==> config.mk <==
export PLATFORM = sky130hd
export DESIGN_NAME = alu_mdu_ctrl_flat
export DESIGN_NICKNAME = d
export VERILOG_FILES = /design/src/rtl/alu_mdu_ctrl_if.sv /design/src/rtl/alu_mdu_ctrl.sv /design/src/flat_wrapper.sv
export SDC_FILE = /design/constraint.sdc
export NUM_CORES = 1
export LEC_CHECK = 0
export BUFFER_PORTS_ARGS = -buffer_cell sky130_fd_sc_hd__buf_4
export CAP_MARGIN = 20
export CORE_UTILIZATION = 57
export DETAILED_ROUTE_END_ITERATION = 8
export PLACE_DENSITY = 0.81
export SKIP_CTS_REPAIR_TIMING = 1
export SYNTH_ARGS = -nofsm -noshare
export SYNTH_HDL_FRONTEND = slang
export SYNTH_SLANG_ARGS = --single-unit
==> constraint.sdc <==
create_clock -name i_clk -period 4.35 [get_ports i_clk]
set_input_delay 0.87 -clock i_clk [delete_from_list [all_inputs] [get_ports i_clk]]
set_output_delay 0.87 -clock i_clk [all_outputs]
set_load 0.05 [all_outputs]
==> src/rtl/alu_mdu_ctrl_if.sv <==
`default_nettype none
// ============================================================================
// Module : alu_mdu_ctrl_if
// Brief  : EX-stage decode/MDU bundle between the pipeline and alu_mdu_ctrl.
// Rev    : 1.0
// ============================================================================
interface alu_mdu_ctrl_if #(
  parameter int XLEN = 32
);
  logic            i_valid;
  logic            i_flush;
  logic            i_alu_dec;
  logic [2:0]      i_funct3;
  logic [6:0]      i_funct7;
  logic            i_opcode5;
  logic [XLEN-1:0] i_rs1;
  logic [XLEN-1:0] i_rs2;
  logic [3:0]      o_alu_op;
  logic            o_is_mdu;
  logic            o_stall;
  logic            o_mdu_valid;
  logic [XLEN-1:0] o_mdu_result;

  modport master (
    output i_valid, i_flush, i_alu_dec, i_funct3, i_funct7, i_opcode5, i_rs1, i_rs2,
    input  o_alu_op, o_is_mdu, o_stall, o_mdu_valid, o_mdu_result
  );

  modport slave (
    input  i_valid, i_flush, i_alu_dec, i_funct3, i_funct7, i_opcode5, i_rs1, i_rs2,
    output o_alu_op, o_is_mdu, o_stall, o_mdu_valid, o_mdu_result
  );
endinterface
`default_nettype wire

==> src/rtl/alu_mdu_ctrl.sv <==
`default_nettype none
// ============================================================================
// Module : alu_mdu_ctrl
// Brief  : ALU-op decoder with a sequenced RV32M shift-add multiplier and
//          restoring divider that stalls the pipeline while it iterates.
// Rev    : 1.0
// ============================================================================
module alu_mdu_ctrl #(
  parameter int XLEN  = 32,
  parameter bit M_EXT = 1'b1
) (
  input  logic          i_clk,
  input  logic          i_rst,
  alu_mdu_ctrl_if.slave bus
);

  localparam int CW = $clog2(XLEN);

  localparam logic [1:0] S_IDLE = 2'd0;
  localparam logic [1:0] S_MUL  = 2'd1;
  localparam logic [1:0] S_DIV  = 2'd2;
  localparam logic [1:0] S_DONE = 2'd3;

  logic [1:0]      state_q, state_d;
  logic [CW-1:0]   cnt_q, cnt_d;
  logic [XLEN-1:0] hi_q, hi_d;
  logic [XLEN-1:0] lo_q, lo_d;
  logic [XLEN-1:0] b_q, b_d;
  logic [2:0]      f3_q, f3_d;
  logic            neg_q, neg_d;
  logic            sa_q, sa_d;
  logic [XLEN-1:0] res_q, res_d;

  logic            w_is_mdu;
  logic            w_accept;
  logic            w_is_div;
  logic            w_sa, w_sb;
  logic [XLEN-1:0] w_mag_a, w_mag_b;
  logic            w_div0, w_ovf;
  logic [XLEN-1:0] w_special;
  logic            w_last;

  assign w_is_mdu = M_EXT & bus.i_alu_dec & bus.i_opcode5 & (bus.i_funct7 == 7'b0000001);
  assign w_accept = (state_q == S_IDLE) & bus.i_valid & w_is_mdu & ~bus.i_flush;

  always_comb begin
    bus.o_alu_op = 4'b0000;
    if (bus.i_alu_dec) begin
      case (bus.i_funct3)
        3'b000:  bus.o_alu_op = (bus.i_funct7[5] & bus.i_opcode5) ? 4'b0001 : 4'b0000;
        3'b001:  bus.o_alu_op = 4'b0010;
        3'b010:  bus.o_alu_op = 4'b0011;
        3'b011:  bus.o_alu_op = 4'b0100;
        3'b100:  bus.o_alu_op = 4'b0101;
        3'b101:  bus.o_alu_op = bus.i_funct7[5] ? 4'b0111 : 4'b0110;
        3'b110:  bus.o_alu_op = 4'b1000;
        default: bus.o_alu_op = 4'b1001;
      endcase
    end
  end

  // Operand signedness: MUL/MULH/MULHSU sign rs1, MUL/MULH sign rs2, DIV/REM sign both.
  assign w_is_div = bus.i_funct3[2];
  assign w_sa = (w_is_div ? ~bus.i_funct3[0] : ~(bus.i_funct3[1] & bus.i_funct3[0]))
                & bus.i_rs1[XLEN-1];
  assign w_sb = (w_is_div ? ~bus.i_funct3[0] : ~bus.i_funct3[1]) & bus.i_rs2[XLEN-1];
  assign w_mag_a = w_sa ? -bus.i_rs1 : bus.i_rs1;
  assign w_mag_b = w_sb ? -bus.i_rs2 : bus.i_rs2;

  assign w_div0 = w_is_div & (bus.i_rs2 == '0);
  assign w_ovf  = w_is_div & ~bus.i_funct3[0] & (bus.i_rs2 == '1)
                  & (bus.i_rs1 == {1'b1, {(XLEN-1){1'b0}}});

  always_comb begin
    if (w_div0) w_special = bus.i_funct3[1] ? bus.i_rs1 : '1;
    else        w_special = bus.i_funct3[1] ? '0 : bus.i_rs1;
  end

  // Multiply step: hi accumulates, lo holds the multiplier and collects product low bits.
  logic [XLEN:0]     w_acc;
  logic [XLEN-1:0]   w_mul_hi, w_mul_lo;
  logic [2*XLEN-1:0] w_prod, w_prod_s;
  logic [XLEN-1:0]   w_mul_res;

  assign w_acc    = {1'b0, hi_q} + (lo_q[0] ? {1'b0, b_q} : {(XLEN+1){1'b0}});
  assign w_mul_hi = w_acc[XLEN:1];
  assign w_mul_lo = {w_acc[0], lo_q[XLEN-1:1]};
  assign w_prod   = {w_mul_hi, w_mul_lo};
  assign w_prod_s = neg_q ? -w_prod : w_prod;
  assign w_mul_res = (f3_q[1:0] == 2'b00) ? w_prod_s[XLEN-1:0] : w_prod_s[2*XLEN-1:XLEN];

  // Divide step: hi is the partial remainder, lo shifts dividend out and quotient in.
  logic [XLEN:0]   w_shift, w_diff;
  logic [XLEN-1:0] w_div_hi, w_div_lo;
  logic [XLEN-1:0] w_quo, w_rem, w_div_res;

  assign w_shift   = {hi_q, lo_q[XLEN-1]};
  assign w_diff    = w_shift - {1'b0, b_q};
  assign w_div_hi  = w_diff[XLEN] ? w_shift[XLEN-1:0] : w_diff[XLEN-1:0];
  assign w_div_lo  = {lo_q[XLEN-2:0], ~w_diff[XLEN]};
  assign w_quo     = neg_q ? -w_div_lo : w_div_lo;
  assign w_rem     = sa_q ? -w_div_hi : w_div_hi;
  assign w_div_res = f3_q[1] ? w_rem : w_quo;

  assign w_last = (cnt_q == CW'(XLEN-1));

  always_comb begin
    state_d = state_q;
    cnt_d   = cnt_q;
    hi_d    = hi_q;
    lo_d    = lo_q;
    b_d     = b_q;
    f3_d    = f3_q;
    neg_d   = neg_q;
    sa_d    = sa_q;
    res_d   = res_q;
    case (state_q)
      S_IDLE: begin
        if (w_accept) begin
          f3_d  = bus.i_funct3;
          hi_d  = '0;
          lo_d  = w_mag_a;
          b_d   = w_mag_b;
          neg_d = w_sa ^ w_sb;
          sa_d  = w_sa;
          cnt_d = '0;
          if (w_div0 | w_ovf) begin
            res_d   = w_special;
            state_d = S_DONE;
          end else begin
            state_d = w_is_div ? S_DIV : S_MUL;
          end
        end
      end
      S_MUL: begin
        hi_d  = w_mul_hi;
        lo_d  = w_mul_lo;
        cnt_d = cnt_q + 1'b1;
        if (w_last) begin
          res_d   = w_mul_res;
          state_d = S_DONE;
        end
      end
      S_DIV: begin
        hi_d  = w_div_hi;
        lo_d  = w_div_lo;
        cnt_d = cnt_q + 1'b1;
        if (w_last) begin
          res_d   = w_div_res;
          state_d = S_DONE;
        end
      end
      default: state_d = S_IDLE;
    endcase
    // A killed instruction never updates the visible result.
    if (bus.i_flush) begin
      state_d = S_IDLE;
      cnt_d   = '0;
      res_d   = res_q;
    end
  end

  always_ff @(posedge i_clk) begin
    if (i_rst) begin
      state_q <= S_IDLE;
      cnt_q   <= '0;
      hi_q    <= '0;
      lo_q    <= '0;
      b_q     <= '0;
      f3_q    <= '0;
      neg_q   <= 1'b0;
      sa_q    <= 1'b0;
      res_q   <= '0;
    end else begin
      state_q <= state_d;
      cnt_q   <= cnt_d;
      hi_q    <= hi_d;
      lo_q    <= lo_d;
      b_q     <= b_d;
      f3_q    <= f3_d;
      neg_q   <= neg_d;
      sa_q    <= sa_d;
      res_q   <= res_d;
    end
  end

  assign bus.o_is_mdu     = w_is_mdu;
  assign bus.o_stall      = w_accept | (state_q == S_MUL) | (state_q == S_DIV);
  assign bus.o_mdu_valid  = (state_q == S_DONE) & ~bus.i_flush;
  assign bus.o_mdu_result = res_q;

endmodule
`default_nettype wire
==> src/flat_wrapper.sv <==
// flat-port wrapper written by rule: the top's interface ports become plain ports
module alu_mdu_ctrl_flat 
#(
  parameter int XLEN  = 32,
  parameter bit M_EXT = 1'b1
)
  (i_clk, i_rst, bus_i_valid, bus_i_flush, bus_i_alu_dec, bus_i_funct3, bus_i_funct7, bus_i_opcode5, bus_i_rs1, bus_i_rs2, bus_o_alu_op, bus_o_is_mdu, bus_o_stall, bus_o_mdu_valid, bus_o_mdu_result);
  alu_mdu_ctrl_if #(.XLEN(XLEN)) bus_i ();
  input  logic i_clk;
  input  logic i_rst;
  input wire logic [$bits(bus_i.i_valid)-1:0] bus_i_valid;
  input wire logic [$bits(bus_i.i_flush)-1:0] bus_i_flush;
  input wire logic [$bits(bus_i.i_alu_dec)-1:0] bus_i_alu_dec;
  input wire logic [$bits(bus_i.i_funct3)-1:0] bus_i_funct3;
  input wire logic [$bits(bus_i.i_funct7)-1:0] bus_i_funct7;
  input wire logic [$bits(bus_i.i_opcode5)-1:0] bus_i_opcode5;
  input wire logic [$bits(bus_i.i_rs1)-1:0] bus_i_rs1;
  input wire logic [$bits(bus_i.i_rs2)-1:0] bus_i_rs2;
  output wire logic [$bits(bus_i.o_alu_op)-1:0] bus_o_alu_op;
  output wire logic [$bits(bus_i.o_is_mdu)-1:0] bus_o_is_mdu;
  output wire logic [$bits(bus_i.o_stall)-1:0] bus_o_stall;
  output wire logic [$bits(bus_i.o_mdu_valid)-1:0] bus_o_mdu_valid;
  output wire logic [$bits(bus_i.o_mdu_result)-1:0] bus_o_mdu_result;
  assign bus_i.i_valid = bus_i_valid;
  assign bus_i.i_flush = bus_i_flush;
  assign bus_i.i_alu_dec = bus_i_alu_dec;
  assign bus_i.i_funct3 = bus_i_funct3;
  assign bus_i.i_funct7 = bus_i_funct7;
  assign bus_i.i_opcode5 = bus_i_opcode5;
  assign bus_i.i_rs1 = bus_i_rs1;
  assign bus_i.i_rs2 = bus_i_rs2;
  assign bus_o_alu_op = bus_i.o_alu_op;
  assign bus_o_is_mdu = bus_i.o_is_mdu;
  assign bus_o_stall = bus_i.o_stall;
  assign bus_o_mdu_valid = bus_i.o_mdu_valid;
  assign bus_o_mdu_result = bus_i.o_mdu_result;
  alu_mdu_ctrl #(.XLEN(XLEN), .M_EXT(M_EXT)) u_core (.i_clk(i_clk), .i_rst(i_rst), .bus(bus_i));
endmodule
==> impl_results.md <==
* Clk pwr share at 47.7%
* Worst hold start: u_core.cnt_q[4]
* Die Span X at 175 µm
* TritonCTS sink count at 139
* Register area share after synthesis at 16.3%
* Core Area at 29600 µm²
* CP peak stage delay at 540 ps
* Kind of cell adding the most delay to the critical path: simple AND/OR/NAND/NOR gates
* Worst-Margin Slew at 1070 ps
* Die Ht at 175 µm
* Final WS setup at -97.3 ps
* Cell area power density at 153 nW/µm²
* GRT Total Usage at 49.8%
* Leak pwr at 9.02 nW
* Fmax at 225 MHz
* DP HPWL at 60.0 mm
* Crit path required time at 4680 ps
* WS Path Type: reg2reg
* Routed len/inst at 25.0 µm
* VDD IR max at 0.000390 V
* Max clock buf depth at 2
* Worst path arrival time at 4780 ps
* Seq pwr share at 38.9%
* H-tree depth at 4
* Synthesized area at 17100 µm²
* Synthesized flop and latch total at 139
* Min-delay worst type: reg2reg
* Largest net degree at the start of global routing at 83
* Netlist cell types at 97
* Sw power at 0.917 mW
* Asr flop ratio synth at 0%
* Internal cell power at 2.35 mW
* Number of antenna violations at the first check in global routing at 4
* Hold Path End: u_core.cnt_q[4]
* Pins over their slew limit at 0
* Max FO, Critical Path at 6
* Relative slew slack at 28.5%
* Global route overflow at 0
* Crit end category: flop
* Final Cycle Share at 102%
* First-pass GRT wire length at 117 mm
* Hold slack at 464 ps
* Post-synth net total at 2610
* Number of global-route vias before repair at 20.7k
* DIE AREA at 30700 µm²
* Total of max-cap violations at 0
* Ys Warns at 0
* Layout cells sized above 1 at 22.7%
* CTS Buf Count at 17
* RSZ-0062 raised after global routing: true
* DRT Pass-1 Iters at 9
* Buf/Inv on CP at 1
* R2R depth at 15
* Min-Delay Path Depth at 2
* Clk_lat worst skew at 460 ps
* Initial Util at 57.8%
* Avg Cell Area, Syn at 6.97 µm²
* Post-synth EDFFs at 0
* Endpoints failing hold at 0
* FF-to-FF setup slack at -100 ps
* Crit-path slowest cell: or4_4
* CTS tree: done
* Net count, final at 2903
* Tmin final at 4450 ps
* Area Overhead vs Synth at 25.1%
* CTS clock-pin slew for the worst setup and hold paths at 70 ps
* Cells after Synth at 2452
* Failing checks: design-rule violations, negative setup slack
* N_diodes at 0
* Status: finished with violations
* Buffers on Ports at 118
* CP dominant cell by count: or4_4
* Primary FF master, synth: dfxtp_1
* WL final at 78.7 mm
* Std-Cell Rows at 63
* Iter 0 DRT Violations at 3556
* GPL Wtd Cong at 1.12
* Root buf cell: clkbuf_16
* Clock Skew at 17.8 ps
* Vias per inst at 7.10
* Antenna viol nets, final at 0
* Final setup fails at 5
* Ports at 119
* Util after Layout at 72.3%
* Type of origin of the critical path: flop
* Comb power frac at 13.3%
* Sw Ratio at 28.1%
* RR Endpoint: u_core.bus.o_mdu_result[31]
* Total power at 3.27 mW
* Crit-path cells: and2_4, ha_4, fa_2, a211oi_4, o21ai_4, o2111ai_4, and3b_2, o32ai_2, or4b_4, or4_4, buf_12, or4_4, o41ai_4, xor2_1, o211ai_1
* R2r startpoint: u_core.lo_q[0]
* Vias at 22.4k
* DRC violations left at 7
[cell usage after synthesis, drive strengths merged, types with 15 or more instances]
cell / number / share of area (%)
o211ai: 61 / 2.7
o31ai: 43 / 1.9
nor3: 60 / 1.8
or3: 48 / 1.8
nor2: 258 / 5.7
maj3: 28 / 1.6
a22o: 18 / 0.92
xnor2: 101 / 5.2
and2: 28 / 1.0
ha: 76 / 5.6
o21ai: 192 / 5.7
a31oi: 15 / 0.55
o41ai: 22 / 1.3
nand4: 27 / 0.99
a21oi: 200 / 5.9
xor2: 81 / 4.2
a221o: 25 / 1.5
mux2i: 26 / 1.5
clkbuf: 159 / 3.5
a311oi: 15 / 0.81
and3: 21 / 0.77
nand3: 54 / 1.6
a21o: 25 / 1.1
a22oi: 35 / 1.5
buf: 26 / 0.70
dfxtp: 139 / 16
nand2: 249 / 5.5
a221oi: 20 / 1.0
nand2b: 15 / 0.55
or4: 15 / 0.70
inv: 70 / 1.5
or2: 15 / 0.55
a211oi: 58 / 2.6
nor4: 32 / 1.3
[flip-flops by register name, summed over array words and instances, names as in the netlist]
name / count
u_core.b_q: 32
u_core.bus.o_mdu_result: 32
u_core.hi_q: 32
u_core.lo_q: 32
u_core.cnt_q: 5
u_core.f3_q: 2
u_core.state_q: 2
u_core.neg_q: 1
u_core.sa_q: 1
[cell type report]
cell class | count | area (µm²)
multi-input combinational | 2057 | 13800
sequential | 139 | 2790
timing repair buffer | 459 | 3460
clock buffer | 18 | 429
tap | 390 | 488
inverter | 71 | 274
fill | 2449 | 8180
clock inverter | 13 | 168
[per-layer routing]
layer  GRT usage [%]  vias up  part of all wire [%]
met2            74.2     1791                    42
met1            62.1    10400                    37
met3            15.3      431                    14
met4            31.9        6                   7.5
met5               0        -                 0.051
li1                -     9755                     -
[power by group through the flow]
stage / clock network [mW] / logic, mW / registers (mW)
after floorplan: 0 / 0.201 / 1.30
after global placement: 0 / 0.399 / 1.30
after CTS: 1.54 / 0.410 / 1.27
after global routing: 1.60 / 0.455 / 1.27
final: 1.56 / 0.436 / 1.27
after detailed placement: 0 / 0.407 / 1.30
[through the flow]
stage	instances	TNS, ps	worst slack, ps	area (µm²)
5_1_grt	3147	-1230	-212	21400
3_5_place_dp	3112	-716	-155	20400
4_1_cts	3143	-780	-185	21000
3_3_place_gp	3112	-315	-97.1	20400
6_report	3147	-318	-97.3	21400
2_1_floorplan	2452	0	5.61	17200
[worst max path at each step]
stage | from | to | slack [ps] | depth (start not counted)
after floorplan | u_core.lo_q[0] | u_core.bus.o_mdu_result[28] | 6 | 15
after global placement | u_core.b_q[27] | u_core.bus.o_mdu_result[8] | -100 | 16
after detailed placement | u_core.lo_q[0] | u_core.bus.o_mdu_result[28] | -150 | 14
after CTS | u_core.b_q[27] | u_core.bus.o_mdu_result[8] | -180 | 16
after global routing | u_core.lo_q[0] | u_core.bus.o_mdu_result[31] | -210 | 15
final | u_core.lo_q[0] | u_core.bus.o_mdu_result[31] | -100 | 15
[cells by family after synthesis]
group | share of synthesized area, %
simple gates | 24.5
mux | 2.31
fa+ha+maj | 7.44
compound gates | 34.4
buf+inv | 5.75
flops | 16.3
xor+xnor | 9.33
[layout by cell type, fill, tap and decap left out, drive strengths merged, types with 18 or more instances in the layout]
cell    instances
and2           28
o31ai          43
a221oi         20
a211oi         58
nand3          54
o211ai         61
inv            72
a21oi         200
nand2         249
and3           21
nand4          27
nor3           60
or3            48
a221o          25
o41ai          22
xor2           81
mux2i          26
nor4           32
a22o           18
clkbuf         18
nor2          258
o21ai         192
dfxtp         139
a21o           25
maj3           28
buf           459
a22oi          35
ha             76
xnor2         101
[worst register-to-register path: stages (launching register included)]
cell and delay, ps:
dfxtp_4 360, and2_4 140, ha_4 160, fa_2 370, a211oi_4 350, o21ai_4 130, o2111ai_4 250, and3b_2 240
o32ai_2 70, or4b_4 520, or4_4 550, buf_12 160, or4_4 530, o41ai_4 230, xor2_1 180, o211ai_1 110
Power figures use the tool's default switching activity.
